$ cat src/rtl/plus_acc_pipe.sv
// Two-stage pipelined adder/accumulator with valid/ready handshakes on both sides.
// Optional saturating accumulator with sticky overflow flag: define PLUS_ACC_SAT_EN.
module plus_acc_pipe #(
    parameter int unsigned DATA_W = 11,
    parameter int unsigned ACC_W  = 16
) (
    input  logic              clk,
    input  logic              rst_n,
    input  logic              in_valid,
    output logic              in_ready,
    input  logic [DATA_W-1:0] in_a,
    input  logic [DATA_W-1:0] in_b,
    input  logic              in_mode,
    input  logic              in_clr,
    output logic              out_valid,
    input  logic              out_ready,
    output logic [ACC_W-1:0]  sum_out,
    output logic              acc_ovf
);

    localparam int unsigned SUM_W = DATA_W + 1;

    logic              s1_valid;
    logic [SUM_W-1:0]  s1_sum;
    logic              s1_mode;
    logic              s1_clr;

    logic [ACC_W-1:0]  acc;
    logic [ACC_W-1:0]  acc_nxt;
    logic [ACC_W-1:0]  res_nxt;
    logic [ACC_W-1:0]  s_ext;
    logic [ACC_W-1:0]  base;

    logic              s2_load;
    logic              s1_adv;

    // Backpressure: each stage moves only when the one after it can take its contents.
    assign s2_load  = !out_valid || out_ready;
    assign s1_adv   = !s1_valid || s2_load;
    assign in_ready = s1_adv;

    // Stage 1: capture the full-width operand sum and transaction controls.
    always_ff @(posedge clk or negedge rst_n) begin
        if (!rst_n) begin
            s1_valid <= 1'b0;
            s1_sum   <= '0;
            s1_mode  <= 1'b0;
            s1_clr   <= 1'b0;
        end else if (s1_adv) begin
            s1_valid <= in_valid;
            if (in_valid) begin
                s1_sum  <= SUM_W'(in_a) + SUM_W'(in_b);
                s1_mode <= in_mode;
                s1_clr  <= in_clr;
            end
        end
    end

`ifdef PLUS_ACC_SAT_EN
    logic [ACC_W:0] sum_wide;
    logic           ovf_nxt;
    logic           ovf_q;

    // Stage 2 datapath: clear precedes add; carry out of the accumulator saturates.
    always_comb begin
        s_ext    = ACC_W'(s1_sum);
        base     = s1_clr ? '0 : acc;
        sum_wide = {1'b0, base} + {1'b0, s_ext};
        acc_nxt  = base;
        res_nxt  = s_ext;
        ovf_nxt  = s1_clr ? 1'b0 : ovf_q;
        if (s1_mode) begin
            if (sum_wide[ACC_W]) begin
                acc_nxt = '1;
                ovf_nxt = 1'b1;
            end else begin
                acc_nxt = sum_wide[ACC_W-1:0];
            end
            res_nxt = acc_nxt;
        end
    end

    always_ff @(posedge clk or negedge rst_n) begin
        if (!rst_n) begin
            ovf_q <= 1'b0;
        end else if (s2_load && s1_valid) begin
            ovf_q <= ovf_nxt;
        end
    end

    assign acc_ovf = ovf_q;
`else
    // Stage 2 datapath: clear precedes add; accumulator wraps modulo 2^ACC_W.
    always_comb begin
        s_ext   = ACC_W'(s1_sum);
        base    = s1_clr ? '0 : acc;
        acc_nxt = base;
        res_nxt = s_ext;
        if (s1_mode) begin
            acc_nxt = base + s_ext;
            res_nxt = acc_nxt;
        end
    end

    assign acc_ovf = 1'b0;
`endif

    // Stage 2: result register and accumulator, updated only when the stage loads.
    always_ff @(posedge clk or negedge rst_n) begin
        if (!rst_n) begin
            out_valid <= 1'b0;
            sum_out   <= '0;
            acc       <= '0;
        end else if (s2_load) begin
            out_valid <= s1_valid;
            if (s1_valid) begin
                sum_out <= res_nxt;
                acc     <= acc_nxt;
            end
        end
    end

endmodule

$ cat config.mk
export PLATFORM = sky130hd
export DESIGN_NAME = plus_acc_pipe
export DESIGN_NICKNAME = d
export VERILOG_FILES = /design/src/rtl/plus_acc_pipe.sv
export SDC_FILE = /design/constraint.sdc
export NUM_CORES = 1
export LEC_CHECK = 0
export ABC_AREA = 1
export BUFFER_PORTS_ARGS = -buffer_cell sky130_fd_sc_hd__buf_2
export CORE_MARGIN = 3
export CORE_UTILIZATION = 40
export DETAILED_ROUTE_END_ITERATION = 12
export GPL_TIMING_DRIVEN = 0
export RECOVER_POWER = 25
export SKIP_LAST_GASP = 1
export SYNTH_ARGS = -nofsm -noshare
export SYNTH_HDL_FRONTEND = slang
export SYNTH_SLANG_ARGS = --single-unit
$ cat constraint.sdc
create_clock -name clk -period 4.6 [get_ports clk]
set_input_delay 0.46 -clock clk [delete_from_list [all_inputs] [get_ports clk]]
set_output_delay 0.46 -clock clk [all_outputs]
set_load 0.01 [all_outputs]
==> results of run 1 <==
-- area by class of cell --
type | count | area, sq um
repair buffers | 45 | 224.0
well taps | 102 | 127.6
inverters | 48 | 180.2
flip-flops and latches | 48 | 1201
clock buffers | 6 | 82.58
clock inverters | 2 | 17.52
fillers | 820 | 4095
multi-input cells | 351 | 1818
plain buffers | 13 | 61.31
-- path summary, 6_finish.rpt --
| check | end | slack [ps] | depth (start not counted) |
|---|---|---|---|
| max | sum_out[8]$_DFFE_PN0P_ | 2050 | 13 |
| max in group asynchronous | sum_out[9]$_DFFE_PN0P_ | 2200 | 1 |
| min | s1_clr$_DFFE_PN0P_ | 370 | 3 |
| max reg2reg | sum_out[8]$_DFFE_PN0P_ | 2050 | 13 |
| min in group asynchronous | acc[9]$_DFFE_PN0P_ | 950 | 1 |
| min reg2reg | sum_out[14]$_DFFE_PN0P_ | 480 | 2 |
-- synthesized netlist by cell type (4+ instances only) --
| cell | n |
|---|---|
| ha_1 | 23 |
| inv_1 | 46 |
| dfrtp_1 | 48 |
| nor2_1 | 60 |
| nand3_1 | 32 |
| xnor2_1 | 4 |
| nand2_1 | 120 |
| a22oi_1 | 5 |
| nand4_1 | 5 |
| clkbuf_1 | 5 |
| a21oi_1 | 52 |
| buf_2 | 7 |
| o21ai_0 | 18 |
| a31oi_1 | 9 |
-- placed cells by master (no fill, tap or decap), drive strengths merged --
cell	count
a21boi	1
a21o	1
a21oi	53
a22oi	5
a31oi	9
and2	1
buf	52
clkbuf	12
clkinv	1
conb	1
dfrtp	48
fa	2
ha	23
inv	49
nand2	121
nand3	34
nand3b	1
nand4	5
nor2	60
nor3	2
o211ai	1
o21a	1
o21ai	21
or2	3
xnor2	4
xor2	2
-- per-layer routing --
metal | part of all wire | global-route usage | vias to the layer above
met5 | 0 | 0 | -
met4 | 0.014 | 0.05687 | 0
met3 | 0.037 | 0.02189 | 10
met2 | 0.49 | 0.3422 | 66
met1 | 0.46 | 0.2510 | 1423
li1 | - | - | 1618
-- logic make-up after synthesis --
group,after synthesis
and+or+nand+nor,227
AOI/OAI and AO/OA,92
buffers and inverters,61
DFF,48
adders and majority gates,25
xor gates and xnor gates,6
other,1
-- state kept, by name, indices dropped and copies added, names as in the netlist --
| signal | cells |
|---|---|
| acc | 16 |
| sum_out | 16 |
| s1_valid | 1 |
| s1_mode | 1 |
| s1_clr | 1 |
| s1_sum | 12 |
| out_valid | 1 |
-- power by group through the flow --
| stage | Clock [uW] | Sequential [uW] | Combinational, uW |
|---|---|---|---|
| finish | 283 | 652 | 938 |
| global route | 307 | 672 | 1090 |
| CTS | 293 | 652 | 943 |
| detailed placement | 0 | 660 | 940 |
| global placement | 0 | 655 | 927 |
| floorplan | 0 | 670 | 660 |
-- critical path, stage by stage, from the launching register on --
cell     delay [ps]
dfrtp_1         500
buf_2           310
nor2_1          100
ha_1            210
fa_1            430
nand2_1         110
nand2_1          60
o21ai_1         100
inv_1           100
nand2_1          60
nand2_1          90
xor2_1          150
nand2_1         100
a21oi_1         150
-- stage by stage --
stage | total power [uW] | std cells | setup slack (ps) | utilization
3_5_place_dp | 1600 | 607 | 2073 | 0.4628
5_1_grt | 2065 | 615 | 1541 | 0.4755
4_1_cts | 1888 | 615 | 2050 | 0.4756
2_1_floorplan | 1330 | 460 | 2536 | -
6_report | 1873 | 615 | 2053 | 0.4755
3_3_place_gp | 1582 | 607 | 2086 | 0.4628
==> summary.md, run 1 <==
| Metric | Value |
|---|---|
| Layout cells sized above 1 | `0.1326` |
| Pwr dens | `504.5 nW/um^2` |
| HP Start | `in_clr` |
| Chip height | `96.29 microns` |
| Post-synthesis simple-gate area fraction | `0.2870` |
| RSZ-0062 raised after global routing | `no` |
| Synth warnings | `0` |
| Wire length per cell | `13.47 microns` |
| Startpoint types | `flip-flop` |
| Max-cap viol count | `1` |
| Period utilization | `0.5537` |
| Hold Crit Class | `in -> reg` |
| Post-DP Area | `3613 sq um` |
| Initial core utilization | `0.4176` |
| Setup crit end kind | `flip-flop` |
| Required @ worst endpoint | `4840 ps` |
| Internal Power | `1035 uW` |
| Die area | `9271 sq um` |
| Top Ports | `47` |
| DRT Wirelength | `8281 microns` |
| Period minus WS final | `2547 ps` |
| Clock skew | `10.21 ps` |
| DP HPWL | `6536 microns` |
| Reg2reg start | `s1_clr$_DFFE_PN0P_` |
| Clock Sink Count | `48` |
| Antenna violations before repair | `0` |
| Nets@finish | `565` |
| Die width | `96.29 microns` |
| Total core area | `7807 sq um` |
| Post-Synth Adder-Cell Area | `0.1005` |
| Hold Slack | `369.1 ps` |
| Post-synth EDFFs | `0` |
| Worst slew pin tran | `2571 ps` |
| Psw | `838.3 uW` |
| Max Root-Sink Buffers | `2` |
| GRT Residual Overflow | `0` |
| Slew HR | `-0.7143` |
| Clock share of power | `0.151` |
| Worst Path Max Fanout | `10` |
| Synth top area share | `0.3684` |
| Post-CTS resize count | `0` |
| Switching Share | `0.4476` |
| Residual DRC | `0` |
| Number of global-route vias before repair | `3052` |
| Critical Path Start | `s1_clr$_DFFE_PN0P_` |
| Primary FF master, synth | `dfrtp_1` |
| Largest area contributor in the netlist | `dfrtp_1` |
| # Post-CTS Setup Buffers | `0` |
| Clk_lat worst skew | `310 ps` |
| TritonCTS buffer count | `5` |
| Synthesis-to-layout area growth | `13.85%` |
| First-pass GRT wire length | `14140 microns` |
| Worst-path clk slew | `100 ps` |
| Gate power share | `0.501` |
| Count of final setup violators | `0` |
| Root buffer cell | `clkbuf_8` |
| WS Path Type | `reg -> reg` |
| Antenna-violating nets left | `0` |
| Slew Viols, Final | `49` |
| Peak Freq | `392.6 MHz` |
| Vias/cell | `5.068` |
| Largest family of logic cells by synthesized area | `simple AND/OR/NAND/NOR gates` |
| Top cells by area, synth | `dfrtp_1 37%, nand2_1 14%, ha_1 8.8%` |
| Hold buffers post-CTS | `0` |
| ANT cells | `0` |
| Synthesized area per cell | `7.088 sq um` |
| Largest net degree at the start of global routing | `49` |
| Netlist cell types | `32` |
| TNS Setup | `0 ps` |
| CTS tree | `done` |
| Mux cell area share after synthesis | `0` |
| Xor/xnor share of the synthesized area | `0.01612` |
| Fraction of registers with async set/reset | `1.000` |
| Design area | `3712 sq um` |
| Htree depth | `2` |
| Port bufs | `45` |
| Outcome | `complete, but fails checks` |
| Pre-Repair DR Iteration Count | `4` |
| Hold Fails Final Rpt | `0` |
| Sequential Power Share | `0.348` |
| Initial DRC count | `91` |
| Maximum vdd drop | `0.1574 mV` |
| Total GRT Usage | `0.1951` |
| Failing checks | `capacitance limit, slew limit` |
| Post-Synthesis Cells | `460` |
| Placer Congestion | `0.9120` |
| Leakage power | `0.001973 uW` |
| WP data arrival | `2780 ps` |
| Row Count | `32` |
| FF+latch count, synth | `48` |
| Mapped cell area | `3261 sq um` |
| Via count | `3117` |
| Post-synthesis net count | `513` |
| Register area share after synthesis | `0.3684` |
| Compound-cell area share of the yosys netlist | `0.1527` |
Power figures use the tool's default switching activity.
==> inputs of run 2 (changes only) <==
- clock period: 4.6 -> 2.3 ns (I/O delays scaled with it)
==> run 2 against run 1 <==
The flow now finishes without violations. Via count up 0.48%. Clock-buffer cell count unchanged. Total power up 100%. Global-route usage about the same. Fmax up 17%. First-iteration DRC count up 14%. Combinational power up 110%. Critical path type unchanged. Critical endpoint is now sum_out[12]$_DFFE_PN0P_. Largest cell class unchanged. Largest power group unchanged.
==> summary.md, run 2 (synthesis results as in run 1) <==
| Metric | Value |
|---|---|
| Outcome | `completed (was complete, but fails checks)` |
| Residual DRC | `0 (unchanged)` |
| Startpoint types | `flip-flop (unchanged)` |
| Die area | `9271 sq um (unchanged)` |
| Final cell utilization of the core | `0.4809 (was 0.4755)` |
| Wire length per cell | `13.60 microns (was 13.47 microns)` |
| Clock Sink Count | `48 (unchanged)` |
| Clock share of power | `0.148 (was 0.151)` |
| Largest net degree at the start of global routing | `49 (unchanged)` |
| Most frequent CP cell | `nand2_1 (unchanged)` |
| Post-DP Area | `3613 sq um (unchanged)` |
| Clock skew | `9.467 ps (was 10.21 ps)` |
| Setup crit end kind | `flip-flop (unchanged)` |
| Via count | `3132 (was 3117)` |
| Root buffer cell | `clkbuf_8 (unchanged)` |
| Sequential Power Share | `0.342 (was 0.348)` |
| GRT Residual Overflow | `0 (unchanged)` |
| Required @ worst endpoint | `2490 ps (was 4840 ps)` |
| Total core area | `7807 sq um (unchanged)` |
| CP Buf/Inv Count | `2 (unchanged)` |
| Slew HR | `0.2071 (was -0.7143)` |
| Max stage delay on crit path | `410 ps (was 500 ps)` |
| Biggest regs | `acc: 16 flops, sum_out: 16 flops, s1_sum: 12 flops (unchanged)` |
| Hold buffers post-CTS | `0 (unchanged)` |
| DP HPWL | `6536 microns (unchanged)` |
| Leading cell types in the layout, fill and taps excluded | `120 x nand2_1, 59 x nor2_1, 51 x a21oi_1 (was 120 x nand2_1, 60 x nor2_1, 52 x a21oi_1)` |
| Vias/cell | `5.076 (was 5.068)` |
| Period minus WS final | `2169 ps (was 2547 ps)` |
| First-pass GRT wire length | `14160 microns (was 14140 microns)` |
| Clk_lat worst skew | `300 ps (was 310 ps)` |
| Layout cells sized above 1 | `0.1515 (was 0.1326)` |
| Max-cap viol count | `0 (was 1)` |
| Top Ports | `47 (unchanged)` |
| Hold Slack | `142.6 ps (was 369.1 ps)` |
| Peak Freq | `461.0 MHz (was 392.6 MHz)` |
| Maximum vdd drop | `0.3308 mV (was 0.1574 mV)` |
| CP max-delay cell | `dfrtp_2 (was dfrtp_1)` |
| # fillers | `817 (was 820)` |
| Leakage power | `0.001986 uW (was 0.001973 uW)` |
| Worst slew pin tran | `1189 ps (was 2571 ps)` |
| Htree depth | `2 (unchanged)` |
| Final WS setup | `130.7 ps (was 2053 ps)` |
| Antenna-violating nets left | `0 (unchanged)` |
| Pwr dens | `1014 nW/um^2 (was 504.5 nW/um^2)` |
| Pre-Repair DR Iteration Count | `4 (unchanged)` |
| CP top delay family | `simple AND/OR/NAND/NOR gates (was adder cells)` |
| CTS tree | `done (unchanged)` |
| ANT cells | `0 (unchanged)` |
| WS Path Type | `reg -> reg (unchanged)` |
| Hold Crit Class | `in -> reg (unchanged)` |
| Psw | `1710 uW (was 838.3 uW)` |
| Commonest non-fill, non-tap cell in the layout | `nand2_1 (unchanged)` |
| Nets@finish | `567 (was 565)` |
| Total GRT Usage | `0.1956 (was 0.1951)` |
| Max Root-Sink Buffers | `2 (unchanged)` |
| DRT Wirelength | `8394 microns (was 8281 microns)` |
| Design area | `3755 sq um (was 3712 sq um)` |
| Number of global-route vias before repair | `3054 (was 3052)` |
| Worst-path cell chain | `buf_6 -> nor2_2 -> ha_2 -> fa_2 -> nand2_1 -> nand2_1 -> o21ai_2 -> inv_1 -> nand2_1 -> nand2_1 -> nand2_1 -> nand3_1 -> nand4_1 -> nand2_1 (was buf_2 -> nor2_1 -> ha_1 -> fa_1 -> nand2_1 -> nand2_1 -> o21ai_1 -> inv_1 -> nand2_1 -> nand2_1 -> xor2_1 -> nand2_1 -> a21oi_1)` |
| Initial core utilization | `0.4176 (unchanged)` |
| Hold Fails Final Rpt | `0 (unchanged)` |
| Row Count | `32 (unchanged)` |
| TritonCTS buffer count | `5 (unchanged)` |
| Placer Congestion | `0.9120 (unchanged)` |
| Period utilization | `0.9432 (was 0.5537)` |
| Chip height | `96.29 microns (unchanged)` |
| Worst Path Max Fanout | `10 (unchanged)` |
| WP data arrival | `2360 ps (was 2780 ps)` |
| RSZ-0062 raised after global routing | `yes (was no)` |
| Worst-path clk slew | `100 ps (about the same)` |
| Gate power share | `0.510 (was 0.501)` |
| R2R Setup Slk | `130 ps (was 2050 ps)` |
| Die width | `96.29 microns (unchanged)` |
| Port bufs | `45 (unchanged)` |
| Post-Place Worst Slack | `-227.3 ps (was 2073 ps)` |
| Slew Viols, Final | `0 (was 49)` |
| Switching Share | `0.4489 (was 0.4476)` |
| Synthesis-to-layout area growth | `15.16% (was 13.85%)` |
| Count of final setup violators | `0 (unchanged)` |
| Internal Power | `2099 uW (was 1035 uW)` |
| Initial DRC count | `104 (was 91)` |
| Antenna violations before repair | `0 (unchanged)` |
run 2: per-layer routing:
| metal | routed length [microns] | GRT usage | vias to the layer above |
|---|---|---|---|
| li1 | - | - | 1620 |
| met1 | 3846 | 0.2524 | 1435 |
| met2 | 4130 | 0.3422 | 67 |
| met3 | 303 | 0.02189 | 10 |
| met4 | 114 | 0.05687 | 0 |
| met5 | 0 | 0 | - |
run 2: timing repair:
item | 4_1_cts | 5_1_grt
setup endpoints to repair | 10 | 10
pin swaps | 0 | 0
setup buffers | 1 | 1
resized for setup | 3 | 6
run 2: path summary, 6_finish.rpt:
path / from / endpoint / cells past startpoint
worst max-delay path: s1_clr$_DFFE_PN0P_ / sum_out[12]$_DFFE_PN0P_ / 14
worst min-delay path: in_clr / s1_clr$_DFFE_PN0P_ / 3
worst max register to register: s1_clr$_DFFE_PN0P_ / sum_out[12]$_DFFE_PN0P_ / 14
worst min register to register: sum_out[14]$_DFFE_PN0P_ / sum_out[14]$_DFFE_PN0P_ / 2
max in group asynchronous: rst_n / s1_clr$_DFFE_PN0P_ / 1
min in group asynchronous: rst_n / s1_mode$_DFFE_PN0P_ / 1
run 2: worst min-delay path: cells and delay by family:
kind                   cells  cell delay, ps
AO/OA/AOI/OAI              1              60
AND/OR/NAND/NOR            1              40
buffers and inverters      1              80
run 2: power groups by stage:
stage               combinational [uW]  sequential, uW  clock [uW]
finish                            1940            1300         563
global route                      2240            1340         614
CTS                               1900            1300         586
detailed placement                1880            1320           0
global placement                  1850            1310           0
floorplan                         1320            1340           0
run 2: layout make-up:
class,count,area (sq um),share of cell area
flip-flops and latches,48,1202,0.3202
repair buffers,47,240.2,0.06398
clock inverters,2,17.52,0.004665
clock buffers,6,82.58,0.02199
multi-input cells,351,1837,0.4892
inverters,48,180.2,0.04798
well taps,102,127.6,0.03399
plain buffers,13,67.56,0.01799
run 2: through the flow:
| stage | std cells | total power [uW] | TNS [ps] |
|---|---|---|---|
| floorplan | 460 | 2660 | 0 |
| global placement | 607 | 3164 | -1644 |
| detailed placement | 607 | 3200 | -1750 |
| CTS | 616 | 3786 | 0 |
| global route | 617 | 4198 | -117.0 |
| finish | 617 | 3809 | 0 |
